### src/rtl/ysyx_22040895_idu_buf.sv
// Buffered decode stage: instruction FIFO feeding a registered decoder with
// valid/ready handshakes on both sides and a redirect flush.
module ysyx_22040895_idu_buf #(
  parameter int XLEN      = 64,
  parameter int DEPTH     = 4,
  parameter int CSR_IDX_W = 3
) (
  input  logic                 clk,
  input  logic                 rst,
  input  logic                 in_valid,
  output logic                 in_ready,
  input  logic [31:0]          inst_i,
  input  logic [XLEN-1:0]      pc_i,
  input  logic                 flush,
  output logic                 out_valid,
  input  logic                 out_ready,
  output logic [6:0]           opcode_o,
  output logic [2:0]           func3_o,
  output logic [6:0]           func7_o,
  output logic [4:0]           rs1_o,
  output logic [4:0]           rs2_o,
  output logic [4:0]           rd_o,
  output logic [XLEN-1:0]      imm_o,
  output logic [XLEN-1:0]      pc_o,
  output logic [CSR_IDX_W-1:0] csr_idx_o,
  output logic                 illegal_o
);

  localparam int AW = $clog2(DEPTH);
  localparam logic [AW:0] FULL = (AW+1)'(DEPTH);

  localparam logic [6:0] OP_IMM    = 7'b0010011;
  localparam logic [6:0] OP_LOAD   = 7'b0000011;
  localparam logic [6:0] OP_JALR   = 7'b1100111;
  localparam logic [6:0] OP_IMM32  = 7'b0011011;
  localparam logic [6:0] OP_SYSTEM = 7'b1110011;
  localparam logic [6:0] OP_STORE  = 7'b0100011;
  localparam logic [6:0] OP_BRANCH = 7'b1100011;
  localparam logic [6:0] OP_LUI    = 7'b0110111;
  localparam logic [6:0] OP_AUIPC  = 7'b0010111;
  localparam logic [6:0] OP_JAL    = 7'b1101111;

  logic [31:0]     inst_mem [DEPTH];
  logic [XLEN-1:0] pc_mem   [DEPTH];
  logic [AW-1:0]   wr_ptr, rd_ptr;
  logic [AW:0]     count;
  logic            push, pop, head_valid;

  assign in_ready   = (count < FULL);
  assign head_valid = (count != '0);
  assign push       = in_valid & in_ready;
  assign pop        = head_valid & (~out_valid | out_ready);

  always_ff @(posedge clk) begin
    if (push && !flush) begin
      inst_mem[wr_ptr] <= inst_i;
      pc_mem[wr_ptr]   <= pc_i;
    end
  end

  always_ff @(posedge clk or negedge rst) begin
    if (!rst) begin
      wr_ptr <= '0;
      rd_ptr <= '0;
      count  <= '0;
    end else if (flush) begin
      wr_ptr <= '0;
      rd_ptr <= '0;
      count  <= '0;
    end else begin
      if (push) wr_ptr <= wr_ptr + AW'(1);
      if (pop)  rd_ptr <= rd_ptr + AW'(1);
      case ({push, pop})
        2'b10:   count <= count + (AW+1)'(1);
        2'b01:   count <= count - (AW+1)'(1);
        default: count <= count;
      endcase
    end
  end

  logic [31:0]          head;
  logic [6:0]           raw_op;
  logic [6:0]           op_d;
  logic [XLEN-1:0]      imm_d;
  logic [CSR_IDX_W-1:0] csr_d;
  logic                 ill_d;

  assign head   = inst_mem[rd_ptr];
  assign raw_op = head[6:0];

  always_comb begin
    op_d = raw_op;
    if (head == 32'h0000_0073)      op_d = 7'h7F;
    else if (head == 32'h3020_0073) op_d = 7'h7E;
  end

  // Immediate format follows the raw opcode field, before ecall/mret remapping.
  always_comb begin
    imm_d = '0;
    case (raw_op)
      OP_IMM, OP_LOAD, OP_JALR, OP_IMM32, OP_SYSTEM:
        imm_d = {{(XLEN-12){head[31]}}, head[31:20]};
      OP_STORE:
        imm_d = {{(XLEN-12){head[31]}}, head[31:25], head[11:7]};
      OP_BRANCH:
        imm_d = {{(XLEN-13){head[31]}}, head[31], head[7], head[30:25], head[11:8], 1'b0};
      OP_LUI, OP_AUIPC:
        imm_d = {{(XLEN-32){head[31]}}, head[31:12], 12'b0};
      OP_JAL:
        imm_d = {{(XLEN-21){head[31]}}, head[31], head[19:12], head[20], head[30:21], 1'b0};
      default:
        imm_d = '0;
    endcase
  end

  always_comb begin
    csr_d = '0;
    ill_d = 1'b0;
    if (raw_op == OP_SYSTEM && head[14:12] != 3'b000) begin
      case (head[31:20])
        12'h341: csr_d = CSR_IDX_W'(0);
        12'h342: csr_d = CSR_IDX_W'(1);
        12'h305: csr_d = CSR_IDX_W'(2);
        12'h300: csr_d = CSR_IDX_W'(3);
        default: begin
          csr_d = '1;
          ill_d = 1'b1;
        end
      endcase
    end
  end

  always_ff @(posedge clk or negedge rst) begin
    if (!rst) begin
      out_valid <= 1'b0;
      opcode_o  <= '0;
      func3_o   <= '0;
      func7_o   <= '0;
      rs1_o     <= '0;
      rs2_o     <= '0;
      rd_o      <= '0;
      imm_o     <= '0;
      pc_o      <= '0;
      csr_idx_o <= '0;
      illegal_o <= 1'b0;
    end else if (flush) begin
      out_valid <= 1'b0;
    end else if (pop) begin
      out_valid <= 1'b1;
      opcode_o  <= op_d;
      func3_o   <= head[14:12];
      func7_o   <= head[31:25];
      rs1_o     <= head[19:15];
      rs2_o     <= head[24:20];
      rd_o      <= head[11:7];
      imm_o     <= imm_d;
      pc_o      <= pc_mem[rd_ptr];
      csr_idx_o <= csr_d;
      illegal_o <= ill_d;
    end else if (out_ready) begin
      out_valid <= 1'b0;
    end
  end

endmodule
### config.mk
export PLATFORM = sky130hd
export DESIGN_NAME = ysyx_22040895_idu_buf
export DESIGN_NICKNAME = d
export VERILOG_FILES = /design/src/rtl/ysyx_22040895_idu_buf.sv
export SDC_FILE = /design/constraint.sdc
export NUM_CORES = 1
export LEC_CHECK = 0
export ABC_AREA = 1
export CORE_UTILIZATION = 49
export CTS_CLUSTER_DIAMETER = 100
export DETAILED_ROUTE_END_ITERATION = 7
export PLACE_DENSITY = 0.74
export SLEW_MARGIN = 20
export SYNTH_ARGS = -nofsm -noshare
export SYNTH_HDL_FRONTEND = slang
export SYNTH_SLANG_ARGS = --single-unit
### constraint.sdc
create_clock -name clk -period 16.95 [get_ports clk]
set_clock_uncertainty 0.15 [all_clocks]
set_input_delay 3.39 -clock clk [delete_from_list [all_inputs] [get_ports clk]]
set_output_delay 3.39 -clock clk [all_outputs]
set_load 0.03 [all_outputs]
==> Yosys cells after proc, flatten, opt, wreduce, memory -nomap -nowiden <==
Memories as Yosys holds them, arrays and structs flattened. A register that Yosys moved wholly into a read port is not among the register bits.
Cells that the tools add are included.
{ "op_classes": {"add_sub_neg": 4, "n_mul": 0, "div": 0, "order_cmp": 1, "n_eq_ne": 18, "shift": 0, "muxes": 18, "n_bitwise": 5, "n_reduce_logical": 14} }
{ "ops": {"columns": ["operator", "count"], "rows": [
  ["case mux 64 bit (5 select lines)", 1],
  ["== test 12 x 10 -> 1 bit (second input constant)", 4],
  ["== test 32 x 30 -> 1 bit (second input constant)", 1],
  ["== test 32 x 7 -> 1 bit (second input constant)", 1],
  ["== test 7 bit (second input constant)", 4],
  ["== test 7 x 5 -> 1 bit (second input constant)", 3],
  ["== test 7 x 6 -> 1 bit (second input constant)", 2],
  ["2-to-1 mux 7 bit", 2],
  ["case mux 3 bit (4 select lines)", 1],
  ["nonzero test 3 bit", 4],
  ["2-to-1 mux 2 bit", 4],
  ["== test 7 x 2 -> 1 bit (second input constant)", 1],
  ["2-to-1 mux 1 bit", 7],
  ["2-to-1 mux 3 bit", 2],
  ["case mux 3 bit (2 select lines)", 1],
  ["OR reduction 5 bit", 1],
  ["adder 2 x 1 -> 2 bit (second input constant)", 2],
  ["nonzero test 2 bit", 2],
  ["OR reduction 4 bit", 1],
  ["adder 3 x 1 -> 3 bit (second input constant)", 1],
  ["< comparator 3 bit (second input constant)", 1],
  ["subtractor 3 x 1 -> 3 bit (second input constant)", 1],
  ["bitwise AND 1 bit", 2],
  ["== test 2 x 1 -> 1 bit (second input constant)", 1],
  ["7 further kinds", 10]
]} }
{ "totals": {"ff_bits": 108, "latch_bits": 0, "ram_bits": 384, "mem_bits_ro": 0, "input_bits": 101, "out_inout_bits": 166, "elab_cells": 75, "n_memories": 2} }
{ "memory_table": {"columns": ["memory", "depth", "word_bits", "read_ports", "rd_ports_with_merged_regs", "write_ports", "line", "source"], "rows": [
  ["pc_mem", 4, 64, 1, 1, 1, "44", "logic [XLEN-1:0] pc_mem [DEPTH];"],
  ["inst_mem", 4, 32, 1, 0, 1, "43", "logic [31:0] inst_mem [DEPTH];"]
]} }

==> Logic depth before layout (Yosys ltp) <==
Gate-level depths: netlist of the first run.
{ "depth": {"word_depth": 6, "ltp_mapped": 16, "mapped_depth_nobuf": 14} }

==> Worst setup path after synthesis of the first run <==
No wires, ideal clock.
{ "synth_timing": {"path_kind": "in2reg", "start": "in in_valid", "end": "mem inst_mem[0][0] (enable)", "setup_time_ns": 0.551, "arrival_time_ns": 7.672, "required_time_ns": 16.249, "slack_ns": 8.576, "stages": 4, "n_path_buf": 0, "path_cell_list": "nand2_1 inv_1 nand2_1 nor2_1"} }
{ "synth_between": {"elab_chain_len": 4} }
{ "synth_rtl": {"columns": ["element", "line", "source"], "rows": [
  ["start, declared", "10", "input logic in_valid,"],
  ["bitwise AND 1 bit", "51", "assign push = in_valid & in_ready;"],
  ["logical AND 1 bit", "55", "if (push && !flush) begin"],
  ["2-to-1 mux 1 bit", "55", null],
  ["2-to-1 mux 1 bit (not written as such)", "56", "inst_mem[wr_ptr] <= inst_i;"],
  ["end, declared", "43", null]
]} }
Every way passes these cells.

==> Final worst setup path of the first run <==
{ "layout_timing": {"start": "in out_ready", "end": "reg csr_idx_o[0]"} }
{ "layout_between": {"elab_chain_len": 3} }
{ "layout_rtl": {"columns": ["element", "line", "source"], "rows": [
  ["start, declared", "16", "input logic out_ready,"],
  ["bitwise OR 1 bit", "52", "assign pop = head_valid & (~out_valid | out_ready);"],
  ["bitwise AND 1 bit", "52", null],
  ["AND reduction 2 bit (no line)", null, null],
  ["end signal, assigned", "158", "csr_idx_o <= csr_d;"],
  ["end, declared", "25", "output logic [CSR_IDX_W-1:0] csr_idx_o,"]
]} }
Every way passes these cells.
A chain may end at the register's enable or synchronous reset.

==> out/qor.csv, run 1 <==
stage;metric;value;unit
setup_path;Crit path required time;17.33;ns
yosys;ranking of synthesized cells by area;edfxtp_1 55%, dfrtp_1 17%, nand2_1 11%;
min_path;hold path depth;2;
cts;hold_buf cts;0;
yosys;post-synth top area cell;edfxtp_1;
die;core box area;42000;um2
setup_path;reg2reg path depth;12;
placement;Final HPWL DP;29.7;mm
min_path;Hold Startpoint;func7_o[4];
detailed_routing;Residual DRC;0;
cells_and_area;most frequent cells in the layout;622 x nand2_1, 384 x edfxtp_1, 265 x clkdlybuf4s50_1;
cells_and_area;Fillers;3318;
setup_path;worst r2r src;rd_ptr[1];
setup_path;reg-to-reg slack, setup;12.97;ns
min_path;Hold Crit Endpoint;func7_o[4];
die;DIE WIDTH;209;um
min_path;Hold WC Path Type;flop to flop;
grt;largest net degree at the start of global routing;194;
grt;initial antenna violation count;7;
cells_and_area;layout cells sized above 1;5.71;%
timing;final setup violating endpoints;0;
die;Die Area;43600;um2
cts;clk root buf;clkbuf_16;
setup_path;Crit. End Element;flop;
cts;Num CTS Buffers;50;
setup_path;Setup Crit Path Kind;input pin to flop;
grt;GRT Overall Usage;23.1;%
detailed_routing;final wirelength;49.7;mm
detailed_routing;length of routed met2 wiring;24.0;mm
timing;Final Slew Violations;0;
timing;max frequency;161;MHz
setup_path;worst-path fanout max;91;
placement;Placer Congestion;0.876;
flow_run;maxcap violations;0;
setup_path;slowest stage delay, CP;0.75;ns
detailed_routing;wire per inst;18.7;um
yosys;Synth cell types;28;
cts;CTS tree;done;
setup_path;Worst Path Buf+Inv;4;
grt;number of global-route vias before repair;14000;
yosys;synthesized flop and latch total;524;
timing;Tmin final;6.23;ns
placement;IO buf count;266;
pwr;LEAKAGE;10.2;nW
pwr;Peak supply drop;0.108;mV
die;die height;209;um
timing;Final period util;36.7;%
setup_path;startpoint types;input pin;
cts;Clock Latency Late Sink;0.62;ns
yosys;cells after synthesis;1877;
yosys;Mapped Area;21000;um2
detailed_routing;DR vias;14300;
grt;GRT Residual Overflow;0;
setup_path;crit-path leading delay family;buffers and inverters;
grt;first-pass GRT wire length;77.6;mm
yosys;share of Yosys cell area claimed by the top area cell type;55.0;%
detailed_routing;top sig layer;met5;
yosys;sequential area share after synthesis;71.8;%
detailed_routing;WL met1;20.8;mm
cells_and_area;most common cell after layout, fill and taps aside;nand2_1;
timing;Slew @ Worst Pin;1.04;ns
yosys;Yosys warnings;0;
cts;CTS Buffer Depth;3;
cells_and_area;Final Non-Filler Cells;2660;
die;io pins;267;
cts;post-CTS setup buffer count;0;
detailed_routing;via-per-instance ratio;5.37;
pwr;Total Power;4.38;mW
die;Row Count;75;
setup_path;CP Cell Sequence;clkdlybuf4s50_1 > inv_1 > nand2_1 > nand2_1 > nor2_4 > inv_4 > buf_4 > nor3_2 > nand3_1 > nand3_1;
detailed_routing;drt pass-1 iters;7;
placement;Post-Place Cells;2565;
setup_path;RR Endpoint;imm_o[20];
die;Starting Density;49.8;%
cts;post-cts sizing count;0;
cells_and_area;Final #Nets;2184;
cells_and_area;area grow syn2layout;21.4;%
detailed_routing;Routed Antenna Nets;0;
setup_path;Worst path slowest cell;nor2_4;
detailed_routing;Iter 0 DRT Violations;1135;
yosys;Mapped Avg Cell Area;11.2;um2
cts;Worst-path clk slew;0.06;ns
detailed_routing;metal3 WL;3.80;mm
timing;RSZ-0062 raised after global routing;no;
timing;Post-Route Setup TNS;0;ns
pwr;pwr/cell area;172;nW/um2
yosys;post-synthesis net count;1983;
cts;H-tree Lvls;2;
run_status;status;finished clean;
timing;final hold viol count;0;
cts;CTS sink count;524;
setup_path;Arr. time, crit path;6.61;ns
timing;Slew HR;30.8;%
-- where the power goes --
group / internal (mW) / switching (mW) / total (mW)
Sequential: 1.57 / 0.124 / 1.69
Clock: 0.628 / 0.479 / 1.11
Combinational: 0.516 / 1.07 / 1.58
-- final cells by class --
cell class,count,area [um2],share of cell area (%)
antenna,1,2.50,0.00984
clock buffer,62,1380,5.41
clock inverter,32,293,1.15
inverter,57,223,0.875
multi-input combinational,1164,5040,19.8
sequential,524,15000,59.1
tap,539,674,2.65
timing repair buffer,281,2790,11.0
-- synth_stat cells, drive strengths merged --
library cell and count:
nand2 625, nor2 186, ha 4, a21oi 3, xor2 1, inv 57, nand3 106, dfrtp 140
nor3 2, o22ai 66, o21ai 168, or2 2, edfxtp 384, buf 76, clkbuf 56, fa 1
-- stage by stage --
stage | instance area (um2) | util [%] | hold slack (ns) | setup slack, ns
floorplan | 21000 | - | 0.342 | 8.58
detailed placement | 23800 | 56.5 | 0.312 | 10.13
finish | 25400 | 60.5 | 0.324 | 10.72
global placement | 23800 | 56.5 | 0.305 | 10.17
CTS | 25400 | 60.5 | 0.328 | 10.76
global route | 25400 | 60.5 | 0.337 | 10.44
-- flip-flops by register name, indices dropped and copies added, names as in the netlist --
register and flops:
count 3, csr_idx_o 3, func3_o 3, func7_o 7
illegal_o 1, imm_o 32, inst_mem 128, opcode_o 7
out_valid 1, pc_mem 256, pc_o 64, rd_o 5
rd_ptr 2, rs1_o 5, rs2_o 5, wr_ptr 2
-- logic make-up (layout without fill, tap and decap cells) --
group,count (synthesis),in the layout,share of synthesized area (%)
other,0,1,0
AOI/OAI and AO/OA,237,237,6.05
and+or+nand+nor,921,921,17.4
buffers and inverters,189,432,4.38
adders and majority gates,5,5,0.334
DFF,524,524,71.8
xor gates and xnor gates,1,1,0.0418
-- worst min-delay path, delay by kind of cell (launching register included) --
family	cells	cell delay [ns]
DFF	1	0.34
and+or+nand+nor	2	0.09
-- worst max-delay path by stage --
stage / from / to / slack [ns] / depth (start not counted)
after floorplan: in_valid / inst_mem[0][0] / 8.58 / 4
after global placement: flush / inst_mem[1][11] / 10.17 / 5
after detailed placement: out_ready / csr_idx_o[0] / 10.13 / 10
after CTS: out_ready / csr_idx_o[0] / 10.76 / 10
after global routing: out_ready / csr_idx_o[0] / 10.44 / 10
final: out_ready / csr_idx_o[0] / 10.72 / 10
-- layer usage --
metal / up-vias / global-route usage (%)
met3: 90 / 5.28
met1: 6947 / 30.8
li1: 6734 / -
met4: 10 / 6.87
met5: - / 0
met2: 513 / 37.8
Note: power is estimated with default switching activity, not from simulation.
==> run 2: changes to the inputs <==
==> constraint.sdc (replaced) <==
create_clock -name clk -period 6.51 [get_ports clk]
set_clock_uncertainty 0.15 [all_clocks]
set_input_delay 1.302 -clock clk [delete_from_list [all_inputs] [get_ports clk]]
set_output_delay 1.302 -clock clk [all_outputs]
set_load 0.03 [all_outputs]
==> out/qor.csv, run 2 (synthesized netlist as in run 1, its figures left out) <==
stage;metric;value;unit
cells_and_area;Largest Register;pc_mem;
die;Starting Density;49.8;%
timing;Slew HR;28.4;%
timing;final setup violating endpoints;0;
pwr;Clk pwr share;26.3;%
cts;Num CTS Buffers;52;
detailed_routing;DR vias;14500;
pwr;Net Sw Power;4.38;mW
cells_and_area;layout cells sized above 1;5.84;%
pwr;internal power;7.20;mW
grt;GRT Overall Usage;23.5;%
detailed_routing;final wirelength;50.9;mm
setup_path;slowest stage delay, CP;0.90;ns
die;Row Count;75;
die;DIE WIDTH;209;um
grt;GRT Residual Overflow;0;
cells_and_area;Final #Nets;2187;
grt;initial antenna violation count;6;
timing;Final period util;61.8;%
setup_path;cell mode on critical path;nand2_1;
pwr;Peak supply drop;0.307;mV
setup_path;Arr. time, crit path;4.40;ns
die;Die Area;43600;um2
setup_path;startpoint types;flop;
detailed_routing;top sig layer;met5;
cts;post-cts sizing count;0;
flow_run;maxcap violations;0;
cts;hold_buf cts;0;
cells_and_area;cell area after layout;25500;um2
die;io pins;267;
setup_path;Crit. End Element;flop;
detailed_routing;Iter 0 DRT Violations;1246;
pwr;sequential fraction of design power;38.7;%
pwr;Logic pwr share;35.0;%
cts;clk root buf;clkbuf_16;
cells_and_area;Largest register FFs;256;
setup_path;CP Cell Sequence;inv_6 > buf_4 > nand2_1 > nand3_1 > nand2_2 > inv_2 > nand2_1 > nand2_1 > nand2_1 > nand2_1;
timing;Slew @ Worst Pin;1.07;ns
cts;CTS sink count;524;
timing;Tmin final;4.02;ns
cts;CTS tree;done;
cts;Clock Latency Late Sink;0.59;ns
detailed_routing;WL met1;21.7;mm
cts;post-CTS setup buffer count;0;
setup_path;Setup Crit Path Kind;flop to flop;
die;core box area;42000;um2
cells_and_area;most frequent cells in the layout;622 x nand2_1, 384 x edfxtp_1, 265 x clkdlybuf4s50_1;
die;die height;209;um
pwr;LEAKAGE;10.2;nW
placement;Final HPWL DP;30.2;mm
setup_path;worst-path fanout max;106;
pwr;pwr/cell area;453;nW/um2
grt;first-pass GRT wire length;78.9;mm
timing;Post-Route Setup TNS;0;ns
cells_and_area;Largest regs;pc_mem x256, inst_mem x128, pc_o x64;
placement;Placer Congestion;0.848;
cells_and_area;most common cell after layout, fill and taps aside;nand2_1;
min_path;Hold Startpoint;func7_o[3];
detailed_routing;drt pass-1 iters;8;
detailed_routing;Residual DRC;0;
cells_and_area;area grow syn2layout;21.9;%
detailed_routing;metal3 WL;3.84;mm
cts;Worst-path clk slew;0.06;ns
setup_path;Worst path slowest cell;buf_4;
pwr;switching share of power;37.8;%
cells_and_area;Finished Core Util;60.7;%
timing;RSZ-0062 raised after global routing;no;
cts;H-tree Lvls;2;
placement;IO buf count;266;
setup_path;worst r2r src;rd_ptr[0];
detailed_routing;Routed Antenna Nets;0;
timing;final hold viol count;0;
min_path;Hold WC Path Type;flop to flop;
detailed_routing;wire per inst;19.1;um
setup_path;reg2reg path depth;10;
timing;Final Slew Violations;0;
run_status;status;finished clean;
setup_path;WP depth;10;
setup_path;Worst Setup SP;rd_ptr[0];
setup_path;crit-path leading delay family;buffers and inverters;
grt;number of global-route vias before repair;14200;
min_path;hold path depth;2;
setup_path;Crit path required time;6.89;ns
setup_path;Worst Path Buf+Inv;3;
grt;largest net degree at the start of global routing;107;
timing;max frequency;249;MHz
cts;CTS Buffer Depth;3;
placement;placed inst area;23800;um2
detailed_routing;length of routed met2 wiring;23.8;mm
detailed_routing;via-per-instance ratio;5.43;
run 2: cell count changes in the layout (fill, tap and decap cells not counted), sizes merged:
cell	change
buf	+1
bufinv	+2
clkbuf	+8
clkinv	-8
clkinvlp	-2
inv	+3
run 2: cell type report:
cell class                      instances  area (um2)
Tap cell                              539         674
Timing Repair Buffer                  282        2800
Clock inverter                         27         297
Clock buffer                           70        1460
Multi-Input combinational cell       1164        5040
Antenna cell                            1        2.50
Fill cell                            3271       16500
Sequential cell                       524       15000
Inverter                               57         223
run 2: path summary, 6_finish.rpt:
| kind | to | slack (ns) |
|---|---|---|
| max | imm_o[16] | 2.49 |
| min | func7_o[3] | 0.33 |
| max reg2reg | imm_o[16] | 2.49 |
| min reg2reg | func7_o[3] | 0.33 |
| max in group asynchronous | pc_o[0] | 4.16 |
| min in group asynchronous | out_valid | 0.63 |
run 2: routing by layer:
layer | track usage [%] | vias to the layer above
met5 | 0 | -
met4 | 8.52 | 10
met3 | 5.52 | 99
met2 | 37.7 | 558
met1 | 31.4 | 7070
li1 | - | 6728
run 2: power by group through the flow:
stage,Clock [mW],Sequential (mW),Combinational [mW]
after global placement,0,4.53,3.97
after detailed placement,0,4.53,4.06
final,3.05,4.48,4.05
after global routing,3.21,4.54,4.42
after CTS,3.08,4.48,4.07
after floorplan,0,5.04,2.03
run 2: worst register-to-register path, cell delays in order, from the launching register on:
cell	delay [ns]
dfrtp_4	0.77
inv_6	0.68
buf_4	0.95
nand2_1	0.14
nand3_1	0.13
nand2_2	0.18
inv_2	0.13
nand2_1	0.41
nand2_1	0.24
nand2_1	0.09
nand2_1	0.09
run 2: per-stage QoR:
stage	hold WS, ns	std cells	power, mW	setup slack, ns
floorplan	0.342	1877	7.08	0.224
global placement	0.306	2566	8.50	2.15
detailed placement	0.308	2566	8.59	2.09
CTS	0.330	2663	11.6	2.45
global route	0.340	2664	12.2	2.13
finish	0.327	2664	11.6	2.49
==> run 3: changes to the inputs <==
--- a/config.mk
+++ b/config.mk
@@ -9,7 +9,7 @@
 export CORE_UTILIZATION = 49
 export CTS_CLUSTER_DIAMETER = 100
 export DETAILED_ROUTE_END_ITERATION = 7
-export PLACE_DENSITY = 0.74
+export PLACE_DENSITY = 0.77
 export SLEW_MARGIN = 20
 export SYNTH_ARGS = -nofsm -noshare
 export SYNTH_HDL_FRONTEND = slang
==> constraint.sdc (replaced) <==
create_clock -name clk -period 3.23 [get_ports clk]
set_clock_uncertainty 0.15 [all_clocks]
set_input_delay 0.646 -clock clk [delete_from_list [all_inputs] [get_ports clk]]
set_output_delay 0.646 -clock clk [all_outputs]
set_load 0.03 [all_outputs]
==> out/qor.csv, run 3 (synthesized netlist as in run 1, its figures left out) <==
stage;metric;value;unit
cts;CTS Buffer Depth;3;
run_status;status;finished clean;
cells_and_area;Largest register FFs;256;
placement;placed inst area;24000;um2
die;Row Count;75;
cells_and_area;most frequent cells in the layout;622 x nand2_1, 384 x edfxtp_1, 265 x clkdlybuf4s50_1;
cts;Num CTS Buffers;51;
min_path;Hold WC Path Type;flop to flop;
cts;Clock Latency Late Sink;0.60;ns
pwr;Total Power;23.6;mW
die;die height;209;um
pwr;LEAKAGE;10.4;nW
detailed_routing;drt pass-1 iters;5;
cts;H-tree Lvls;2;
cts;CTS tree;done;
detailed_routing;final wirelength;51.6;mm
cts;post-cts sizing count;0;
cells_and_area;Fillers;3220;
cells_and_area;most common cell after layout, fill and taps aside;nand2_1;
placement;IO buf count;266;
setup_path;reg2reg path depth;13;
grt;GRT Overall Usage;23.7;%
cts;Worst-path clk slew;0.06;ns
die;Die Area;43600;um2
min_path;hold path depth;2;
setup_path;startpoint types;flop;
pwr;sequential fraction of design power;37.3;%
cells_and_area;Largest regs;pc_mem x256, inst_mem x128, pc_o x64;
detailed_routing;Iter 0 DRT Violations;1177;
detailed_routing;wire per inst;19.2;um
detailed_routing;Residual DRC;0;
grt;first-pass GRT wire length;79.4;mm
cts;CTS sink count;524;
setup_path;Crit path required time;3.61;ns
pwr;Net Sw Power;8.87;mW
timing;max frequency;350;MHz
timing;final worst slack;0.376;ns
detailed_routing;DR vias;14600;
placement;Final HPWL DP;31.9;mm
cts;post-CTS setup buffer count;0;
placement;Placer Congestion;0.976;
timing;RSZ-0062 raised after global routing;no;
die;core box area;42000;um2
detailed_routing;Routed Antenna Nets;0;
timing;Tmin final;2.85;ns
timing;Final Slew Violations;0;
flow_run;maxcap violations;0;
setup_path;Arr. time, crit path;3.24;ns
setup_path;Setup Crit Path Kind;flop to flop;
cts;clk root buf;clkbuf_16;
grt;GRT Residual Overflow;0;
pwr;internal power;14.8;mW
timing;hold_ws;0.322;ns
timing;Slew HR;45.9;%
die;Starting Density;49.8;%
cells_and_area;area grow syn2layout;23.6;%
detailed_routing;via-per-instance ratio;5.42;
grt;initial antenna violation count;12;
timing;final hold viol count;0;
cells_and_area;FF/Latch Area;15000;um2
cells_and_area;area occupied by multi-input gates;5040;um2
grt;number of global-route vias before repair;14400;
cells_and_area;Largest Register;pc_mem;
timing;Post-Route Setup TNS;0;ns
pwr;Clk pwr share;26.5;%
pwr;switching share of power;37.5;%
pwr;Logic pwr share;36.1;%
die;DIE WIDTH;209;um
pwr;pwr/cell area;913;nW/um2
die;io pins;267;
setup_path;Crit. End Element;flop;
timing;Final period util;88.3;%
timing;final setup violating endpoints;0;
setup_path;reg-to-reg slack, setup;0.38;ns
cells_and_area;cell area after layout;25900;um2
placement;dpl ws;0.436;ns
grt;largest net degree at the start of global routing;86;
timing;Slew @ Worst Pin;0.811;ns
pwr;Peak supply drop;0.618;mV
setup_path;worst-path fanout max;40;
cells_and_area;layout cells sized above 1;6.50;%
cells_and_area;Final #Nets;2202;
run 3: changes by cell type in the layout (fill, tap and decap cells not counted), moves of 2 or more:
cell | before | now
bufinv_16 | 5 | 8
clkinvlp_4 | 3 | 1
buf_4 | 15 | 17
diode_2 | 1 | 7
clkbuf_8 | 5 | 3
buf_12 | 1 | 14
run 3: routing by layer:
layer / vias up / part of all wire [%] / GRT usage (%)
li1: 6777 / - / -
met1: 7050 / 40 / 30.2
met2: 606 / 49 / 39.6
met3: 110 / 8.0 / 5.62
met4: 12 / 2.9 / 8.98
met5: - / 0.16 / 0
run 3: final timing paths:
check	endpoint	start
worst max-delay path	imm_o[18]	rd_ptr[0]
worst min-delay path	func7_o[1]	func7_o[1]
worst max register to register	imm_o[18]	rd_ptr[0]
worst min register to register	func7_o[1]	func7_o[1]
max in group asynchronous	pc_o[14]	rst
min in group asynchronous	imm_o[8]	rst
run 3: stage by stage:
stage	std cells	utilization, %
after CTS	2678	61.5
after global routing	2682	61.6
after global placement	2581	57.2
after detailed placement	2581	57.2
after floorplan	1877	-
final	2685	61.6
run 3: worst max-delay path, cell delays in order, from the launching register on:
cell     delay [ns]
dfrtp_4        0.61
inv_6          0.28
nand2_1        0.13
nand2_1        0.09
nand2_1        0.05
nand2_1        0.11
nand2_1        0.15
nor2_4         0.22
nand2_1        0.10
nand3_2        0.15
nand2_1        0.40
nand2_1        0.19
nand2_1        0.07
nand2_1        0.06
run 3: layout make-up:
class / instances / area share (%)
Sequential cell: 524 / 58.1
Clock buffer: 66 / 5.43
Inverter: 57 / 0.860
Timing Repair Buffer: 298 / 11.9
Multi-Input combinational cell: 1164 / 19.5
Tap cell: 539 / 2.60
Antenna cell: 7 / 0.0677
Clock inverter: 30 / 1.58
run 3: timing repair:
action                                  in CTS  in global routing
hold buffers                                 1                  0
endpoints found under the setup margin       0                  0
endpoints found under the hold margin       50                  0
run 3: power groups by stage:
stage	Combinational, mW	Clock, mW	Sequential (mW)
final	8.55	6.28	8.82
after detailed placement	8.51	0	8.93
after global placement	8.32	0	8.92
after CTS	8.57	6.39	8.82
after floorplan	4.10	0	10.1
after global routing	9.25	6.62	8.92
